### src/rtl/simplest_pkg.sv
// Shared definitions for the 1-bit "simplest" accumulator cores: opcodes,
// ROM geometry and the ALU / ROM-read helper functions.
package simplest_pkg;

    localparam int PC_W      = 3;
    localparam int ROM_DEPTH = 8;
    localparam int WORD_W    = 3;
    localparam int PROG_W    = WORD_W * ROM_DEPTH;

    typedef enum logic [1:0] {
        OP_LOAD = 2'b00,
        OP_AND  = 2'b01,
        OP_OR   = 2'b10,
        OP_XOR  = 2'b11
    } op_e;

    function automatic logic [WORD_W-1:0] rom_word(input logic [PROG_W-1:0] prog,
                                                   input logic [PC_W-1:0]   pc);
        return prog[WORD_W*int'(pc) +: WORD_W];
    endfunction

    // Word layout is {op[1:0], d}; the result is the next accumulator value.
    function automatic logic alu(input logic [WORD_W-1:0] word, input logic acc);
        logic result;
        case (op_e'(word[2:1]))
            OP_LOAD: result = word[0];
            OP_AND:  result = acc & word[0];
            OP_OR:   result = acc | word[0];
            OP_XOR:  result = acc ^ word[0];
            default: result = 1'b0;
        endcase
        return result;
    endfunction

endpackage

### src/rtl/simplest_core.sv
// One 1-bit accumulator core with a parameter-defined 8-word ROM.
// Optional pc output when SIMPLEST4_PARA_PC_OUT_EN is defined.
module simplest_core
    import simplest_pkg::*;
#(
    parameter logic [PROG_W-1:0] PROG = 24'hFFFFF8
) (
    input  logic            clk,
    input  logic            preset,
    input  logic            counter_ram8_reset,
    output logic            acc_out
`ifdef SIMPLEST4_PARA_PC_OUT_EN
    ,
    output logic [PC_W-1:0] pc_out
`endif
);

    logic [PC_W-1:0] pc_q;
    logic [PC_W-1:0] pc_d;
    logic            acc_q;
    logic            acc_d;

    // Next-state: a PC-only reset rewinds without executing; otherwise execute and advance.
    always_comb begin
        pc_d  = pc_q;
        acc_d = acc_q;
        if (counter_ram8_reset) begin
            pc_d  = {PC_W{1'b0}};
            acc_d = acc_q;
        end else begin
            pc_d  = pc_q + {{(PC_W-1){1'b0}}, 1'b1};
            acc_d = alu(rom_word(PROG, pc_q), acc_q);
        end
    end

    // State registers; preset overrides everything else.
    always_ff @(posedge clk) begin
        if (preset) begin
            pc_q  <= {PC_W{1'b0}};
            acc_q <= 1'b0;
        end else begin
            pc_q  <= pc_d;
            acc_q <= acc_d;
        end
    end

    assign acc_out = acc_q;
`ifdef SIMPLEST4_PARA_PC_OUT_EN
    assign pc_out  = pc_q;
`endif

endmodule

### src/rtl/simplest4_para.sv
// Four independent simplest_core instances in lockstep on one clock.
// Optional pc_out0..pc_out3 ports when SIMPLEST4_PARA_PC_OUT_EN is defined.
module simplest4_para
    import simplest_pkg::*;
#(
    parameter logic [PROG_W-1:0] PROG0 = 24'hFFFFF8,
    parameter logic [PROG_W-1:0] PROG1 = 24'hFFFFF8,
    parameter logic [PROG_W-1:0] PROG2 = 24'hFFFFF8,
    parameter logic [PROG_W-1:0] PROG3 = 24'hFFFFF8
) (
    input  logic            clk,
    input  logic            preset,
    input  logic            counter_ram8_reset,
    output logic            accumulator_output0,
    output logic            accumulator_output1,
    output logic            accumulator_output2,
    output logic            accumulator_output3
`ifdef SIMPLEST4_PARA_PC_OUT_EN
    ,
    output logic [PC_W-1:0] pc_out0,
    output logic [PC_W-1:0] pc_out1,
    output logic [PC_W-1:0] pc_out2,
    output logic [PC_W-1:0] pc_out3
`endif
);

    simplest_core #(.PROG(PROG0)) u_core0 (
        .clk                (clk),
        .preset             (preset),
        .counter_ram8_reset (counter_ram8_reset),
        .acc_out            (accumulator_output0)
`ifdef SIMPLEST4_PARA_PC_OUT_EN
        ,
        .pc_out             (pc_out0)
`endif
    );

    simplest_core #(.PROG(PROG1)) u_core1 (
        .clk                (clk),
        .preset             (preset),
        .counter_ram8_reset (counter_ram8_reset),
        .acc_out            (accumulator_output1)
`ifdef SIMPLEST4_PARA_PC_OUT_EN
        ,
        .pc_out             (pc_out1)
`endif
    );

    simplest_core #(.PROG(PROG2)) u_core2 (
        .clk                (clk),
        .preset             (preset),
        .counter_ram8_reset (counter_ram8_reset),
        .acc_out            (accumulator_output2)
`ifdef SIMPLEST4_PARA_PC_OUT_EN
        ,
        .pc_out             (pc_out2)
`endif
    );

    simplest_core #(.PROG(PROG3)) u_core3 (
        .clk                (clk),
        .preset             (preset),
        .counter_ram8_reset (counter_ram8_reset),
        .acc_out            (accumulator_output3)
`ifdef SIMPLEST4_PARA_PC_OUT_EN
        ,
        .pc_out             (pc_out3)
`endif
    );

endmodule

### config.mk
export PLATFORM = sky130hd
export DESIGN_NAME = simplest4_para
export DESIGN_NICKNAME = d
export VERILOG_FILES = /design/src/rtl/simplest_pkg.sv /design/src/rtl/simplest_core.sv /design/src/rtl/simplest4_para.sv
export SDC_FILE = /design/constraint.sdc
export NUM_CORES = 1
export LEC_CHECK = 0
export ABC_AREA = 1
export ABC_CLOCK_PERIOD_IN_PS = 1600
export BUFFER_PORTS_ARGS = -buffer_cell sky130_fd_sc_hd__buf_2
export CORE_AREA = 5 5 42 44
export DETAILED_ROUTE_END_ITERATION = 8
export DIE_AREA = 0 0 47 49
export PLACE_DENSITY = 0.71
export SLEW_MARGIN = 25
export SYNTH_ARGS = -nofsm -noshare
export SYNTH_HDL_FRONTEND = slang
export SYNTH_SLANG_ARGS = --single-unit
### constraint.sdc
create_clock -name clk -period 1.6 [get_ports clk]
set_input_delay 0.32 -clock clk [delete_from_list [all_inputs] [get_ports clk]]
set_output_delay 0.32 -clock clk [all_outputs]
set_load 0.1 [all_outputs]
==> reports/metrics.cfg, run 1 <==
[run_status]
outcome=complete, no violations

[logic_synthesis]
syn_avg_cell_area_sq_um=8.38
synthDistinctLibCells=12
synth_edf_count=0
synth-main-ff-cell=dfxtp_1
yosys.area.top_type=dfxtp_1
synth_most_common_cell=inv_1
synth_fp_nets=94
yosysSeqAreaShare_pct=46.0
synthCells=83
ys_top_cells_by_area=dfxtp_1 46%, ha_1 14%, inv_1 11%, nand2_1 8.1%, nor2_1 5.9%
synth_top_area_share_pct=46.0
ys_top_cells_by_count=20 x inv_1, 16 x dfxtp_1, 15 x nand2_1, 11 x nor2_1, 8 x ha_1
async_flop_share_pct=0
syn_area_sq_um=696
ys_ff_latch=16
yosysWarnings=0

[clock_tree]
clk_latency_ps=280
cts_buffers=3
clk_pin_slew_ps=90
cts.path.max_buffers=2
htreeDepth=1
cts-resized-gates=0
cts_setup_buffers=0
root_buffer=clkbuf_4
ctsHoldBuffers=0
clkSinkCount=16
cts_tree=done

[floorplanning]
start_util_pct=49.6
core_area_sq_um=1400
ioPinCount=7
dieArea_sq_um=2300
dieWidth_microns=47
num_rows=14
die_h_microns=49

[finish]
nets=104
area_growth_pct=8.27
fillers=151
diodes=0
drive_gt1_share_pct=14.3

[worst_setup_path]
worst_setup_path_end_kind=output pin
path_class=reg2out
critPathRequiredTime_ps=1280
r2r_cells=3
path_depth=1
critPathBufInv=1
crit_chain=buf_2
cp-start-kind=register
cp_data_arrival_time_ps=1070
cpLargestDelayFamily=buffers and inverters
slowest_stage=buf_2
crit_fanout=3
max_stage_delay_ps=430

[global_routing]
grtUsageTotal_pct=9.76
grt_pass1_vias=431
grt_pass1_wl_microns=1640
grt-ovfl-total=0
grt_max_degree=13
antenna_found_initial=0

[timing]
hold-worst-slack_ps=208
maxSlewHeadroom_pct=67.8
tns_ps=0
final_max_slew_viol_count=0
fin_crit_sh_pct=87.0
max_freq_mhz=718
finalHoldViolations=0
rsz0062_at_grt=no
finalSetupViolations=0
clock_skew_ps=4.54
tightest_slew_ps=487
layout_min_cycle_time_ps=1390

[routing]
avgViaCountPerCell=4.40
drtIter0Drc=5
drc=0
dr.pass1.iters=4
num_vias=471
routedWlPerCell_microns=8.40
drtAntennaViolNets=0
wl_microns=899

[power_and_ir_drop]
ir_drop_v=0.000554
leakage_nw=0.369
powerDensity_nw_per_um2=974

[worst_hold_path]
holdCritPathClass=in2reg
hold_path_depth=2

[place]
dpl.hpwl_microns=700
io_buffers=6
gp_congestion=0.674

[flow_run]
maxCapViolations=0

==> routing by layer <==
metal	GRT usage (%)	vias up	part of all wire (%)
li1	-	252	-
met3	3.32	2	4.8
met1	10.2	211	43
met4	6.91	0	1.7
met2	15.4	6	50
met5	0	-	0
==> path summary, 6_finish.rpt <==
path	start	end	slack, ps
max reg2reg	u_core1.pc_q[0]$_SDFF_PP0_	u_core1.pc_q[2]$_SDFF_PP0_	680
max	u_core3.acc_out$_SDFFE_PP0N_	accumulator_output3	210
min reg2reg	u_core3.pc_q[0]$_SDFF_PP0_	u_core3.pc_q[0]$_SDFF_PP0_	450
min	preset	u_core3.acc_out$_SDFFE_PP0N_	210
==> placed cells by master (no fill, tap or decap) <==
cell type,count
a21oi_1,4
nor2_4,1
dfxtp_1,16
xnor2_1,4
clkbuf_4,3
nor2_2,1
inv_1,20
inv_2,1
nor2_1,11
buf_2,6
nand2_1,15
ha_1,8
nand2_4,1
==> power breakdown <==
part	leakage, nW	internal, W	switching [W]
sequential	0.131	0.000414	0.00000904
clock	0.0138	0.0000871	0.000114
combinational	0.225	0.0000258	0.0000833
total	0.369	0.000527	0.000206
==> layout make-up <==
cell class | count | area [sq um] | area share [%]
repair buffers | 6 | 30.0 | 3.99
clock buffers | 3 | 22.5 | 2.99
well taps | 16 | 20.0 | 2.66
inverters | 21 | 78.8 | 10.5
flip-flops and latches | 16 | 320 | 42.5
multi-input cells | 45 | 282 | 37.4
==> logic make-up after synthesis <==
group / after synthesis / share of synthesized area [%]
and+or+nand+nor: 29 / 18.2
DFF: 16 / 46.0
AOI/OAI and AO/OA: 4 / 2.88
adders and majority gates: 8 / 14.4
buffers and inverters: 22 / 13.5
xor gates and xnor gates: 4 / 5.04
==> through the flow <==
step                instances  total power (W)  worst slack, ps  utilization (%)  area, sq um
floorplan                  83         0.000528              261                -          696
global placement          104         0.000541              537             52.1          731
detailed placement        104         0.000544              509             52.1          731
CTS                       107         0.000748              190             53.8          753
global route              107         0.000777              163             53.8          753
finish                    107         0.000734              207             53.8          753
==> worst reg2reg max path, stage by stage, from the launching register on <==
cell,delay [ps]
dfxtp_1,330
ha_1,200
xnor2_1,250
nor2_4,40
==> sequential cells by signal, summed over array words and instances (netlist names) <==
signal / cells
u_core0.acc_out: 1
u_core2.pc_q: 3
u_core0.pc_q: 3
u_core1.pc_q: 3
u_core2.acc_out: 1
u_core3.pc_q: 3
u_core1.acc_out: 1
u_core3.acc_out: 1
(Power assumes the default switching activity.)
==> run 2: changes to the inputs <==
Settings changed: ABC_CLOCK_PERIOD_IN_PS 1600 to 1200, CAP_MARGIN from default to 10, CORE_AREA 5 5 42 44 to default, CORE_MARGIN from default to 5, CORE_UTILIZATION from default to 48, DIE_AREA 0 0 47 49 to default, PLACE_DENSITY 0.71 to 0.69.
Clock period 1.6 ns to 1.2 ns, I/O delays scaled along.
==> run 2 against run 1 <==
Effect of this change: utilization grew 7.5 points; global-route usage grew 1.7 points; clock-buffer cell count is the same; critical path depth is the same; hold slack lost 86 ps; combinational power grew 60%; flip-flop and latch count is the same; via count shrank 1.3%.
==> reports/metrics.cfg, run 2 (synthesized netlist as in run 1, its figures left out) <==
[flow_run]
maxCapViolations=0  ; unchanged

[worst_setup_path]
crit_fanout=3  ; unchanged
slowest_stage=dfxtp_2
path_depth=1  ; unchanged
cp_data_arrival_time_ps=830  ; -240 ps
r2r_start=u_core1.pc_q[0]$_SDFF_PP0_
cp-start-kind=register
critPathBufInv=1  ; unchanged
crit_chain=buf_12
r2r_cells=3  ; unchanged
r2r_end=u_core1.pc_q[2]$_SDFF_PP0_
cpLargestDelayFamily=flip-flops
path_class=reg2out
max_stage_delay_ps=370  ; -60 ps
critPathRequiredTime_ps=960  ; -320 ps
reg2reg_slack_ps=280  ; -400 ps
worst_setup_path_end_kind=output pin

[floorplanning]
num_rows=13  ; -1
core_area_sq_um=1330  ; -4.8%
die_h_microns=48.1  ; -1.9%
dieWidth_microns=48.1  ; +2.3%
ioPinCount=7  ; unchanged
dieArea_sq_um=2310  ; +0.34%
start_util_pct=52.2  ; +2.5 points

[clock_tree]
cts_buffers=3  ; unchanged
ctsHoldBuffers=0  ; unchanged
cts_setup_buffers=0  ; unchanged
clkSinkCount=16  ; unchanged
cts.path.max_buffers=2  ; unchanged
clk_latency_ps=280  ; about the same
clk_pin_slew_ps=90  ; about the same
cts_tree=done
htreeDepth=1  ; unchanged
root_buffer=clkbuf_4
cts-resized-gates=0  ; unchanged

[finish]
mostFrequentLayoutCells=20 x inv_1, 15 x nand2_1, 12 x dfxtp_1
area_growth_pct=17.4
nets=104  ; unchanged
layout_commonest_cell=inv_1
fillers=125  ; -17%
drive_gt1_share_pct=18.7  ; +4.4 points
diodes=0  ; unchanged

[timing]
fin_ws_ps=127  ; -80.1 ps
clock_skew_ps=5.94  ; +1.40 ps
max_freq_mhz=932
final_max_slew_viol_count=0  ; unchanged
layout_min_cycle_time_ps=1070
finalHoldViolations=0  ; unchanged
maxSlewHeadroom_pct=83.2  ; +15 points
rsz0062_at_grt=no
tightest_slew_ps=250  ; -236 ps
fin_crit_sh_pct=89.4
finalSetupViolations=0  ; unchanged
tns_ps=0  ; unchanged

[power_and_ir_drop]
internal_power_w=0.000732  ; +39%
switching_share_pct=28.2  ; +0.053 points
seqPwrFrac_pct=56.2  ; -1.5 points
leakage_nw=0.385  ; +4.1%
p_sw_w=0.000287  ; +39%
powerDensity_nw_per_um2=1250  ; +28%
ir_drop_v=0.000978  ; +77%
combPwrFrac_pct=17.1  ; +2.2 points
clkPwrFrac_pct=26.8  ; -0.6 points

[routing]
drtAntennaViolNets=0  ; unchanged
avgViaCountPerCell=4.39  ; -0.34%
wl_microns=967  ; +7.6%
drc=0  ; unchanged
drtIter0Drc=5  ; unchanged
routedWlPerCell_microns=9.12  ; +8.6%
dr.pass1.iters=3  ; -1
num_vias=465  ; -1.3%

[place]
gp_congestion=0.707  ; +4.9%
dpl.hpwl_microns=746  ; +6.6%
io_buffers=6  ; unchanged
dpl_worst_slack_ps=282  ; -227 ps

[global_routing]
grt-ovfl-total=0  ; unchanged
grt_max_degree=13  ; unchanged
grtUsageTotal_pct=11.5  ; +1.7 points
grt_pass1_wl_microns=1770  ; +8.0%
grt_pass1_vias=437  ; +1.4%
antenna_found_initial=0  ; unchanged

[worst_hold_path]
holdPathEnd=u_core3.acc_out$_SDFFE_PP0N_
holdCritPathClass=in2reg
hold_path_depth=2  ; unchanged
hold_path.startpoint=preset

[run_status]
outcome=complete, no violations

==> run 2: changes by cell type in the layout (fill, tap and decap cells not counted) <==
cell / change
buf_12: +4
buf_2: -4
dfxtp_1: -4
dfxtp_2: +4
==> run 2: area by class of cell <==
class	instances	area, sq um	share of cell area, %
Sequential cell	16	325	39.8
Multi-Input combinational cell	45	282	34.5
Timing Repair Buffer	6	90.1	11.0
Inverter	21	78.8	9.65
Clock buffer	3	22.5	2.76
Tap cell	15	18.8	2.30
==> run 2: how the worst max path moves through the flow <==
stage | from | to | slack [ps]
floorplan | u_core0.acc_out$_SDFFE_PP0N_ | u_core0.acc_out$_SDFFE_PP0N_ | 180
global placement | u_core1.pc_q[0]$_SDFF_PP0_ | u_core1.pc_q[2]$_SDFF_PP0_ | 310
detailed placement | u_core1.pc_q[0]$_SDFF_PP0_ | u_core1.pc_q[2]$_SDFF_PP0_ | 280
CTS | u_core3.acc_out$_SDFFE_PP0N_ | accumulator_output3 | 110
global route | u_core3.acc_out$_SDFFE_PP0N_ | accumulator_output3 | 90
finish | u_core3.acc_out$_SDFFE_PP0N_ | accumulator_output3 | 130
==> run 2: power by group through the flow <==
stage | Sequential, W | Clock (W) | Combinational [W]
floorplan | 0.000641 | 0 | 0.0000645
detailed placement | 0.000585 | 0 | 0.000176
CTS | 0.000573 | 0.000290 | 0.000176
global route | 0.000576 | 0.000314 | 0.000193
finish | 0.000573 | 0.000273 | 0.000174
global placement | 0.000584 | 0 | 0.000171
==> run 2: stage by stage <==
step                instance area, sq um  total power [W]  utilization, %  hold WS, ps  std cells
global placement                     795         0.000755            59.6          407        103
floorplan                            701         0.000706               -          302         83
global route                         817          0.00108            61.3          110        106
finish                               817          0.00102            61.3          122        106
CTS                                  817          0.00104            61.3          113        106
detailed placement                   795         0.000761            59.6          422        103
==> run 2: layer usage <==
layer  routed length, microns  track usage [%]
met1                      452             13.5
met2                      422             17.7
met3                       80             6.77
met4                       12             3.23
met5                        0                0
